[src/rtl/dshot_frame_decoder.sv]
// DShot single-line receiver: pulse-width bit slicing, 16-bit frame assembly, CRC, speed mapping and no-frame watchdog.
// Build option: define DSHOT_CRC_CHECK_EN to drop frames whose CRC nibble does not match.

module dshot_frame_decoder #(
  parameter int CLK_HZ      = 16000000,
  parameter int BIT_RATE    = 150000,
  parameter int TIMEOUT_CYC = 1600000
) (
  input  logic        clk,
  input  logic        rst_n,
  input  logic        dshot_in,
  output logic [7:0]  speed,
  output logic [10:0] throttle,
  output logic        telem_req,
  output logic        frame_valid,
  output logic        frame_err,
  output logic        failsafe
);
  localparam int BIT_CYC = CLK_HZ / BIT_RATE;
  localparam int THRESH  = BIT_CYC * 9 / 16;
  localparam int CW      = $clog2(2*BIT_CYC + 2);
  localparam int WW      = $clog2(TIMEOUT_CYC + 1);
  localparam logic [CW-1:0] LIM     = CW'(2*BIT_CYC);
  localparam logic [CW-1:0] CNT_MAX = CW'(2*BIT_CYC + 1);
  localparam logic [CW-1:0] THR_C   = CW'(THRESH);
  localparam logic [WW-1:0] WD_MAX  = WW'(TIMEOUT_CYC);

  typedef struct packed {
    logic [10:0] throttle;
    logic        telem;
    logic [3:0]  crc;
  } frame_t;

  typedef enum logic [2:0] {ST_SYNC, ST_IDLE, ST_HIGH, ST_LOW, ST_CHECK} state_t;

  state_t        state, state_nxt;
  logic          sync1, sync2;
  logic [CW-1:0] cnt, cnt_nxt, cnt_inc;
  logic [4:0]    bit_cnt;
  frame_t        shreg;
  logic          shift_en, frame_clr, err, chk;
  logic          accept, crc_err;
  logic [7:0]    speed_map;
  logic [WW-1:0] wd_cnt, wd_nxt;

  assign cnt_inc = (cnt == CNT_MAX) ? cnt : cnt + 1'b1;
  assign wd_nxt  = (wd_cnt == WD_MAX) ? wd_cnt : wd_cnt + 1'b1;

  always_ff @(posedge clk) begin
    if (!rst_n) begin
      sync1 <= 1'b0;
      sync2 <= 1'b0;
      state <= ST_SYNC;
      cnt   <= '0;
    end else begin
      sync1 <= dshot_in;
      sync2 <= sync1;
      state <= state_nxt;
      cnt   <= cnt_nxt;
    end
  end

  // cnt holds the length of the current level: loaded with 1 on the first
  // cycle of a level so that at the opposite edge it equals the level's clocks.
  always_comb begin
    state_nxt = state;
    cnt_nxt   = cnt;
    shift_en  = 1'b0;
    frame_clr = 1'b0;
    err       = 1'b0;
    chk       = 1'b0;
    case (state)
      ST_SYNC: begin
        if (sync2) cnt_nxt = '0;
        else begin
          cnt_nxt = cnt_inc;
          if (cnt_inc >= LIM) begin
            state_nxt = ST_IDLE;
            cnt_nxt   = '0;
          end
        end
      end
      ST_IDLE: begin
        if (sync2) begin
          state_nxt = ST_HIGH;
          cnt_nxt   = CW'(1);
          frame_clr = 1'b1;
        end
      end
      ST_HIGH: begin
        if (!sync2) begin
          shift_en  = 1'b1;
          cnt_nxt   = CW'(1);
          state_nxt = (bit_cnt == 5'd15) ? ST_CHECK : ST_LOW;
        end else if (cnt > LIM) begin
          err       = 1'b1;
          cnt_nxt   = '0;
          state_nxt = ST_SYNC;
        end else cnt_nxt = cnt_inc;
      end
      ST_LOW: begin
        if (sync2) begin
          cnt_nxt   = CW'(1);
          state_nxt = ST_HIGH;
        end else if (cnt > LIM) begin
          err       = 1'b1;
          cnt_nxt   = '0;
          state_nxt = ST_IDLE;
        end else cnt_nxt = cnt_inc;
      end
      ST_CHECK: begin
        chk       = 1'b1;
        cnt_nxt   = '0;
        state_nxt = ST_IDLE;
      end
      default: state_nxt = ST_SYNC;
    endcase
  end

  always_ff @(posedge clk) begin
    if (!rst_n) begin
      shreg   <= '0;
      bit_cnt <= '0;
    end else if (frame_clr) begin
      shreg   <= '0;
      bit_cnt <= '0;
    end else if (shift_en) begin
      shreg   <= {shreg[14:0], (cnt >= THR_C)};
      bit_cnt <= bit_cnt + 5'd1;
    end
  end

`ifdef DSHOT_CRC_CHECK_EN
  logic [11:0] crc_v;
  logic [3:0]  crc_calc;
  assign crc_v    = {shreg.throttle, shreg.telem};
  assign crc_calc = crc_v[3:0] ^ crc_v[7:4] ^ crc_v[11:8];
  assign accept   = chk && (crc_calc == shreg.crc);
  assign crc_err  = chk && (crc_calc != shreg.crc);
`else
  assign accept   = chk;
  assign crc_err  = 1'b0;
`endif

  // 1..47 are commands and leave the target speed alone
  always_comb begin
    speed_map = speed;
    if (shreg.throttle == 11'd0) speed_map = 8'd0;
    else if (shreg.throttle >= 11'd48) speed_map = 8'((shreg.throttle - 11'd48) >> 3);
  end

  always_ff @(posedge clk) begin
    if (!rst_n) begin
      speed       <= 8'd0;
      throttle    <= 11'd0;
      telem_req   <= 1'b0;
      frame_valid <= 1'b0;
      frame_err   <= 1'b0;
      failsafe    <= 1'b1;
      wd_cnt      <= '0;
    end else begin
      frame_valid <= accept;
      frame_err   <= err | crc_err;
      if (accept) begin
        throttle  <= shreg.throttle;
        telem_req <= shreg.telem;
        speed     <= speed_map;
        wd_cnt    <= '0;
        failsafe  <= 1'b0;
      end else begin
        wd_cnt <= wd_nxt;
        if (wd_nxt == WD_MAX) begin
          failsafe <= 1'b1;
          speed    <= 8'd0;
        end
      end
    end
  end
endmodule

[config.mk]
export PLATFORM = sky130hd
export DESIGN_NAME = dshot_frame_decoder
export DESIGN_NICKNAME = d
export VERILOG_FILES = /design/src/rtl/dshot_frame_decoder.sv
export SDC_FILE = /design/constraint.sdc
export NUM_CORES = 1
export LEC_CHECK = 0
export ABC_AREA = 1
export CAP_MARGIN = 0
export CORE_MARGIN = 2
export CORE_UTILIZATION = 55
export CTS_BUF_LIST = sky130_fd_sc_hd__clkbuf_4 sky130_fd_sc_hd__clkbuf_8
export DETAILED_ROUTE_END_ITERATION = 6
export DONT_BUFFER_PORTS = 1
export MAX_ROUTING_LAYER = met4
export PLACE_DENSITY = 0.81
export SYNTH_ARGS = -nofsm -noshare
export SYNTH_HDL_FRONTEND = slang
export SYNTH_SLANG_ARGS = --single-unit
[constraint.sdc]
create_clock -name clk -period 5.1 [get_ports clk]
set_input_delay 0.255 -clock clk [delete_from_list [all_inputs] [get_ports clk]]
set_output_delay 0.255 -clock clk [all_outputs]
set_load 0.02 [all_outputs]
==> run metrics <==
clock tree from TritonCTS built; path category of the worst min-delay check input pin to register; crit-path max cell delay 0.48 ns; unrepaired setup endpoints after global routing no; Remaining Overflow, GRT 0; Worst-path clk slew 0.09 ns; part of the cycle the worst path needs 50.4%; vias 3800; maximum ir drop on the vdd rail 289 µV; run status complete, no violations; Inserted Clock Buffers 9; fraction of layout cells with a size suffix above 1 5.39%; Post-route DRC 0; Total Wirelength 9120 µm; effective utilization at floorplan a little under three fifths; Diodes inserted 0; Setup WS post-layout 2.53 ns; required time reported for the critical path endpoint 5.40 ns; Slew Viols, Final 0; class of the most critical setup path register to register; commonest non-fill, non-tap cell in the layout nor2_1; Synth warnings 0; Worst path slowest cell dfxtp_1; clock skew after layout 0.0123 ns; total chip power 1610 µW; total leakage power between 0.0015 and 0.002 µW; Final Hold Violating Endpoints 0; kind of end point of the critical path register; Mapped Area 3980 µm²; top cells by area, synth dfxtp_1, nor2_1, nand2_1; final number of setup-violating endpoints 0; final total negative setup slack 0 ns; iteration-0 DRC count of the detailed router ~200; # Max-Cap Violations 0; net count after synthesis 620; Root Buffer clkbuf_8; post-detail-place hpwl 6620 µm; Setup Fix Bufs, Post-CTS 0; worst-margin pin slew ~1.1 ns; antenna violations before repair 0; area fraction of the dominant cell type after synthesis 39.2%; die span in x 89.1 µm; number of synthesized register bits 78; worst-skew pair later-pin latency 0.36 ns; largest driver fanout on the critical path 15; critical path data arrival time between 2 and 3 ns; relative slew slack a little over a quarter; WP buf/inv 0; first-pass GRT wire length 15200 µm; highest clock frequency the design can meet 0.389 GHz; Yosys top cell by area dfxtp_1; post-route worst hold slack ~0.017 ns; post-synth cell types 30; Routed WL per cell 12.8 µm; Die Area between 7000 and 8000 µm²; final antenna-violating net count 0; kind of start point of the critical path register; global placer's final weighted congestion 1.01; most frequent cells in the layout nor2_1, nand2_1, dfxtp_1, inv_1, nand3_1; H-tree levels 3; largest net degree at the start of global routing 31; Ports 26; pre-CTS worst setup slack 2.53 ns; first-pass iteration count of the detailed router 5; share of the yosys chip area belonging to registers 39.2%; P&R area growth vs syn 7.85%; post-CTS resize count 0; synthesized area per cell between 6 and 7 µm²; Port Buf Inserts 0; number of global-route vias before repair 3367; largest delay contributor family on the critical path simple AND/OR/NAND/NOR gates; Period minus WS final 2.57 ns; DIE HEIGHT 89.1 µm; area inside the core boundary 7140 µm²; crit-path most repeated cell nand2_1; areal power density over the cells 375 nW/µm²; Vias per Instance 5.34; row cnt 31; overall routing resource usage 25.3%; crit-path cells ha_1 -> nand3_2 -> nor2_1 -> nand2_1 -> nand2_1 -> nand2_1 -> nor2_1 -> nand4_1 -> nor2_2 -> nand2_2 -> nand2_2 -> nand2_4 -> nand2_1 -> nand2_1 -> nor2_1; Bufs on Longest Clock Path 2; # nets final about 620; total of hold buffers inserted after clock tree synthesis 2; total number of clock tree sinks 78; number of instances in the synthesized netlist slightly above 600
-- worst paths after layout --
| check | from | endpoint | slack (ns) | cells past startpoint |
|---|---|---|---|---|
| max | wd_cnt[0] | speed[3] | 2.53 | 15 |
| min | rst_n | state[1] | 0.02 | 2 |
| max reg2reg | wd_cnt[0] | speed[3] | 2.53 | 15 |
| min reg2reg | sync1 | sync2 | 0.42 | 2 |
-- cell families (layout without fill, tap and decap cells) --
logic type | Yosys count | count (layout) | synth area share (%)
and+or+nand+nor | 343 | 343 | 36.7
buffers and inverters | 89 | 93 | 8.64
DFF | 78 | 78 | 39.2
AOI/OAI and AO/OA | 76 | 76 | 9.77
xor gates and xnor gates | 12 | 12 | 2.64
adders and majority gates | 9 | 9 | 2.83
muxes | 1 | 1 | 0.251
-- state kept, by name, summed over array words and instances (netlist names) --
signal / cells
throttle: 11
frame_err: 1
sync1: 1
sync2: 1
bit_cnt: 5
failsafe: 1
speed: 8
telem_req: 1
wd_cnt: 21
cnt: 8
shreg: 16
frame_valid: 1
state: 3
-- layout make-up --
class                   count  area, µm²
fillers                   677       2840
multi-input cells         441       2080
flip-flops and latches     78       1560
inverters                  75        282
clock buffers              10        138
well taps                  99        124
clock inverters             6       93.8
repair buffers              2       20.0
-- synthesized netlist by cell type --
cell      instances
a211oi_1          1
a21oi_1          35
a31oi_1           1
buf_1             3
buf_2             2
buf_6             1
clkbuf_1          8
dfxtp_1          78
ha_1              9
inv_1            72
inv_2             3
mux2i_1           1
nand2_1         127
nand2_2           6
nand2_4           1
nand3_1          41
nand3_2           1
nand3b_1          4
nand4_1          13
nor2_1          130
nor2_2            3
nor2_4            2
nor3_1           12
nor4_1            2
o211ai_1          2
o21ai_0          35
o21ai_1           2
or2_2             1
xnor2_1           1
xor2_1           11
-- metal layers --
layer  wire, µm  up-vias  track usage (%)
met2       4460      109             42.1
met4        208        0             8.96
li1           -     1938                -
met1       3910     1734             29.9
met3        543       19             5.91
met5          0        -                -
-- where the power goes --
group          internal (µW)  total, µW  switching, µW  leakage (µW)
Sequential               666        721           55.4      0.000632
Clock                    292        533            240      0.000113
Combinational            118        357            239       0.00106
Total                   1080       1610            535       0.00180
-- through the flow --
| step | util [%] | instance area (µm²) | cells |
|---|---|---|---|
| after detailed placement | 56.7 | 4040 | 693 |
| after global routing | 60.2 | 4300 | 711 |
| final | 60.2 | 4300 | 711 |
| after floorplan | - | 3980 | 608 |
| after global placement | 56.7 | 4040 | 693 |
| after CTS | 60.2 | 4300 | 711 |
Power figures use the tool's default switching activity.
